File: src/rtl/rr_arbiter_param_pkg.sv
// ----------------------------------------------------------------------------
// rr_arbiter_param_pkg
// Shared definitions for the round-robin arbiter family.
//   clog2()   : ceiling log2 of a positive integer
//   idw_for() : width of an encoded channel index for n channels (at least 1)
//   arb_state_t : arbiter state, idle or granting
// ----------------------------------------------------------------------------
package rr_arbiter_param_pkg;

    // Ceiling log2, evaluated at elaboration time when used for widths.
    function automatic int clog2(input int value);
        int result;
        int remaining;
        result = 0;
        remaining = value - 1;
        while (remaining > 0) begin
            result++;
            remaining = remaining >> 1;
        end
        return result;
    endfunction

    // Encoded-index width. Kept at least 1 bit so ports never collapse to zero width.
    function automatic int idw_for(input int n);
        return (clog2(n) < 1) ? 1 : clog2(n);
    endfunction

    // Arbiter state. The owning channel lives in the pointer register, not here.
    typedef enum logic {
        ST_IDLE  = 1'b0,
        ST_GRANT = 1'b1
    } arb_state_t;

endpackage

File: src/rtl/rr_arbiter_param_pick.sv
// ----------------------------------------------------------------------------
// rr_priority_pick
// Combinational rotating priority encoder. Searches req starting at
// pointer+1, wrapping modulo N, with the pointer channel itself checked last.
//   req     [N]   : request vector
//   pointer [IDW] : channel most recently served
//   found   [1]   : any request bit set
//   winner  [IDW] : first requesting channel in rotation order (0 if none)
// ----------------------------------------------------------------------------
module rr_priority_pick
    import rr_arbiter_param_pkg::*;
#(
    parameter int N = 4,
    localparam int IDW = idw_for(N)
) (
    input  logic [N-1:0]   req,
    input  logic [IDW-1:0] pointer,
    output logic           found,
    output logic [IDW-1:0] winner
);

    // Walk the N candidates in rotation order and keep the first one that is
    // requesting. Using modulo N keeps the wrap correct when N is not a power
    // of two.
    always_comb begin
        logic [IDW-1:0] cand;
        found  = 1'b0;
        winner = '0;
        cand   = '0;
        for (int i = 1; i <= N; i++) begin
            cand = IDW'((int'(pointer) + i) % N);
            if (!found && req[cand]) begin
                found  = 1'b1;
                winner = cand;
            end
        end
    end

endmodule

File: src/rtl/rr_arbiter_param.sv
// ----------------------------------------------------------------------------
// rr_arbiter_param
// N-way round-robin arbiter with a per-burst hold quota, lock override and
// early release. Grants are registered (one cycle after req is sampled).
//   clk         : clock, rising edge
//   rst_n       : asynchronous active-low reset
//   req   [N]   : level-sensitive requests
//   quota [HOLD_W] : burst length minus one, latched at each burst start
//   lock        : owner keeps the grant past its quota while its req stays high
//   grant [N]   : one-hot grant, zero when idle
//   grant_id [IDW] : encoded grant, zero when idle
//   grant_valid : a grant is active
//   grant_new   : pulses on the first cycle of every burst
// ----------------------------------------------------------------------------
module rr_arbiter_param
    import rr_arbiter_param_pkg::*;
#(
    parameter int N = 4,
    parameter int HOLD_W = 2,
    localparam int IDW = idw_for(N)
) (
    input  logic              clk,
    input  logic              rst_n,
    input  logic [N-1:0]      req,
    input  logic [HOLD_W-1:0] quota,
    input  logic              lock,
    output logic [N-1:0]      grant,
    output logic [IDW-1:0]    grant_id,
    output logic              grant_valid,
    output logic              grant_new
);

    arb_state_t        state, state_nxt;
    logic [IDW-1:0]    ptr, ptr_nxt;
    logic [HOLD_W-1:0] hold_cnt, hold_nxt;
    logic [HOLD_W-1:0] quota_q, quota_nxt;
    logic [N-1:0]      grant_nxt;
    logic [IDW-1:0]    id_nxt;
    logic              new_nxt;
    logic              keep_owner;
    logic              pick_found;
    logic [IDW-1:0]    pick_winner;

    // The search always starts just after the last owner, so the pointer
    // doubles as the owner while granting and as the fairness point when idle.
    rr_priority_pick #(
        .N(N)
    ) u_pick (
        .req     (req),
        .pointer (ptr),
        .found   (pick_found),
        .winner  (pick_winner)
    );

    // The owner stays while it still requests and either has quota left or is
    // locked. Anything else (expiry, early release, idle) falls through to a
    // fresh rotating search, so a sole requester whose quota runs out is simply
    // re-selected as a new burst.
    always_comb begin
        state_nxt  = state;
        ptr_nxt    = ptr;
        hold_nxt   = hold_cnt;
        quota_nxt  = quota_q;
        grant_nxt  = '0;
        id_nxt     = '0;
        new_nxt    = 1'b0;
        keep_owner = (state == ST_GRANT) && req[ptr] && ((hold_cnt < quota_q) || lock);

        if (keep_owner) begin
            hold_nxt  = (hold_cnt < quota_q) ? hold_cnt + 1'b1 : hold_cnt;
            grant_nxt = grant;
            id_nxt    = grant_id;
        end else if (pick_found) begin
            state_nxt = ST_GRANT;
            ptr_nxt   = pick_winner;
            hold_nxt  = '0;
            quota_nxt = quota;
            grant_nxt = {{(N-1){1'b0}}, 1'b1} << pick_winner;
            id_nxt    = pick_winner;
            new_nxt   = 1'b1;
        end else begin
            state_nxt = ST_IDLE;
        end
    end

    // State and output registers. The pointer resets to the last channel so
    // the first search after reset begins at channel 0.
    always_ff @(posedge clk or negedge rst_n) begin
        if (!rst_n) begin
            state     <= ST_IDLE;
            ptr       <= IDW'(N - 1);
            hold_cnt  <= '0;
            quota_q   <= '0;
            grant     <= '0;
            grant_id  <= '0;
            grant_new <= 1'b0;
        end else begin
            state     <= state_nxt;
            ptr       <= ptr_nxt;
            hold_cnt  <= hold_nxt;
            quota_q   <= quota_nxt;
            grant     <= grant_nxt;
            grant_id  <= id_nxt;
            grant_new <= new_nxt;
        end
    end

    assign grant_valid = (state == ST_GRANT);

endmodule

File: config.mk
export PLATFORM = sky130hd
export DESIGN_NAME = rr_arbiter_param
export DESIGN_NICKNAME = d
export VERILOG_FILES = /design/src/rtl/rr_arbiter_param_pkg.sv /design/src/rtl/rr_arbiter_param_pick.sv /design/src/rtl/rr_arbiter_param.sv
export SDC_FILE = /design/constraint.sdc
export NUM_CORES = 1
export LEC_CHECK = 0
export BUFFER_PORTS_ARGS = -buffer_cell sky130_fd_sc_hd__buf_2
export CAP_MARGIN = 20
export CORE_UTILIZATION = 60
export CTS_BUF_LIST = sky130_fd_sc_hd__clkbuf_8
export CTS_CLUSTER_DIAMETER = 120
export DETAILED_ROUTE_END_ITERATION = 6
export PLACE_DENSITY = 0.92
export SLEW_MARGIN = 30
export SYNTH_ARGS = -nofsm -noshare
export SYNTH_HDL_FRONTEND = slang
export SYNTH_SLANG_ARGS = --single-unit
File: constraint.sdc
create_clock -name clk -period 3.2 [get_ports clk]
set_clock_uncertainty 0.1 [all_clocks]
set_input_delay 0 -clock clk [delete_from_list [all_inputs] [get_ports clk]]
set_output_delay 0 -clock clk [all_outputs]
set_load 0.03 [all_outputs]
==> run metrics <==
status=finished, final reports clean; hold crit path type=in2reg; post-synthesis cell area=875 um^2; area delta synth->final=16.6%; number of DRC markers in iteration 0=12; TritonCTS clock tree=done; TritonCTS Buffers=3; max incr delay on CP=0.64 ns; Slew headroom=0.637; slowest CP cell=mux4_2; Post-Route Setup TNS=0 ns; global-route wire length before repair=2730 um; synthesized area per cell=~10 um^2; DP HPWL=~1200 um; Final setup viols=0; CTS HTree Levels=1; wirelength, routed=1690 um; CTS Sinks=14; Worst-Skew Late Latency=0.24 ns; Post-CTS Setup Inserts=0; Max rail drop VDD=between 0.5 and 0.6 mV; Final Cycle Share=0.648; Critical Path End Type=register; grt ovf=0; Tot Pwr=1060 uW; CP Launch Type=register; ANT cells=0; Initial DRT Pass Iterations=4; Worst-path clk slew=0.06 ns; CP arrival=2.10 ns; final hold violations=0; Switching Fraction=0.419; synth top area cells=dfrtp_1 34%, mux2_4 6.9%, dfstp_2 6.0%; # nets final=around 110; RSZ-0062 raised after global routing=no; layout cells sized above 1=0.324; leakage=0.000477 uW; vias=717; # resized after CTS=0; fmax=~480 MHz; Seq pwr share=0.306; # fillers=83; IO Pins=17; Ys Warns=0; core area=1330 um^2; Final Max Slew Viols=0; PD cells=1040 nW/um^2; number of buffers on the longest clock path=2; Chip Height=40.2 um; Clk network pwr share=0.159; CP Class=reg2reg; Final ANT Viol Nets=0; critical path required time=3.22 ns; Gate power share=0.534; initial antenna violation count=0; width of the die=40.2 um; vias in the first global route=633; Yosys cell types=31; num rows=13; crit path cell chain=mux4_2, o211ai_4, nand2_4, mux2_4; Internal Power=about 600 uW; Die Footprint=around 1600 um^2; # port buffers=16; syn nets=94; # DRC=0; cell type with the largest total area after synthesis=dfrtp_1; routed len/inst=between 10 and 15 um; crit-path max FO=9; share of the synthesized area in the top cell type=0.343; Seq/Total Area, Yosys=0.403; GP Congestion=~0.7; Initial Util=0.656; FF+latch count, synth=14; Synth Instances=84; clock tree root driver cell=clkbuf_8; Net Switching=445 uW; DR vias/cell=6.13; worst slew pin tran=0.544 ns; Final Critical Period=~2.1 ns; largest net degree at the start of global routing=15; max_cap viols=0; Tot GR Track Use=0.259
-- cells by family after synthesis --
| group | synth area share |
|---|---|
| buf+inv | 0.0615 |
| mux | 0.147 |
| flops | 0.403 |
| fa+ha+maj | 0.0143 |
| simple gates | 0.190 |
| compound gates | 0.183 |
-- final timing paths --
| kind | startpoint | endpoint | slack (ns) | cells after the start |
|---|---|---|---|---|
| worst max-delay path | ptr[1]$_DFFE_PN1P_ | quota_q[0]$_DFFE_PN0P_ | 1.13 | 4 |
| worst min-delay path | req[0] | grant_valid$_DFFE_PN0N_ | 0.06 | 2 |
| worst max register to register | ptr[1]$_DFFE_PN1P_ | quota_q[0]$_DFFE_PN0P_ | 1.13 | 4 |
| worst min register to register | hold_cnt[1]$_DFFE_PN0P_ | hold_cnt[1]$_DFFE_PN0P_ | 0.42 | 1 |
| max in group asynchronous | rst_n | ptr[1]$_DFFE_PN1P_ | 2.61 | 2 |
| min in group asynchronous | rst_n | grant[0]$_DFFE_PN0N_ | 0.10 | 2 |
-- worst max-delay path, delay by kind of cell (launching register included) --
family	cells	cell delay [ns]
AND/OR/NAND/NOR	1	0.12
flip-flops	1	0.62
multiplexers	2	0.95
AO/OA/AOI/OAI	1	0.17
-- power by group through the flow --
stage	combinational [uW]	clock, uW	sequential [uW]
2_1_floorplan	409	0	376
3_3_place_gp	540	0	325
3_5_place_dp	561	0	330
4_1_cts	566	171	327
5_1_grt	628	180	340
6_report	568	169	326
-- synth_stat cells --
master / n
dfrtp_1: 12
nand2_1: 9
nor2_1: 5
nor3_1: 5
o21ai_0: 5
o221ai_1: 5
inv_1: 4
mux2_4: 4
nand2b_1: 4
buf_4: 3
a21o_1: 2
a21oi_1: 2
dfstp_2: 2
mux2i_1: 2
nand3_1: 2
nand4_1: 2
nor3b_1: 2
a211o_2: 1
a211oi_1: 1
and2_1: 1
buf_2: 1
buf_6: 1
ha_1: 1
mux4_1: 1
mux4_2: 1
nand2_4: 1
o211ai_1: 1
o211ai_4: 1
o21ai_2: 1
o221a_2: 1
or4_2: 1
-- cells in the final DEF, fill, tap and decap left out, types with 2 or more instances in the layout --
master	n
a21oi_1	2
dfrtp_1	12
a21o_1	2
inv_1	4
nand2_1	9
clkbuf_8	4
nand2b_1	4
nor3_1	5
dfstp_2	2
dlygate4sd3_1	3
nand4_1	2
nand3_1	2
mux2_4	4
o21ai_0	5
nor2_1	5
o221ai_1	5
mux2i_1	2
buf_2	16
nor3b_1	2
-- through the flow --
stage | hold slack [ns] | utilization | setup slack [ns] | std cells | cell area, um^2
after floorplan | -0.396 | - | 1.22 | 84 | 875
after global placement | -0.202 | 0.701 | 1.18 | 110 | 935
after detailed placement | -0.192 | 0.701 | 1.13 | 110 | 935
after CTS | 0.0640 | 0.765 | 1.12 | 117 | 1020
after global routing | 0.0847 | 0.765 | 1.06 | 117 | 1020
final | 0.0627 | 0.765 | 1.13 | 117 | 1020
-- timing repair --
action                                  CTS  global route
hold buffers                              3             0
endpoints found under the setup margin    0             0
hold endpoints to repair                 16             0
-- per-layer routing --
layer	GRT usage	vias to the layer above	part of all wire
met5	0	-	0
met4	0.108	0	0.0095
met3	0.0611	2	0.030
met2	0.415	17	0.49
met1	0.332	350	0.47
li1	-	348	-
-- cell type report --
type,instances,area [um^2],share of cell area
well taps,15,18.8,0.0184
inverters,4,15.0,0.0147
multi-input cells,61,468,0.459
repair buffers,19,110,0.108
flip-flops and latches,14,353,0.346
clock buffers,4,55.1,0.0540
-- sequential cells by signal, summed over array words and instances (netlist names) --
| name | flops |
|---|---|
| grant | 4 |
| grant_id | 2 |
| grant_new | 1 |
| grant_valid | 1 |
| hold_cnt | 2 |
| ptr | 2 |
| quota_q | 2 |
No activity file was read; power rests on OpenSTA's default activity.
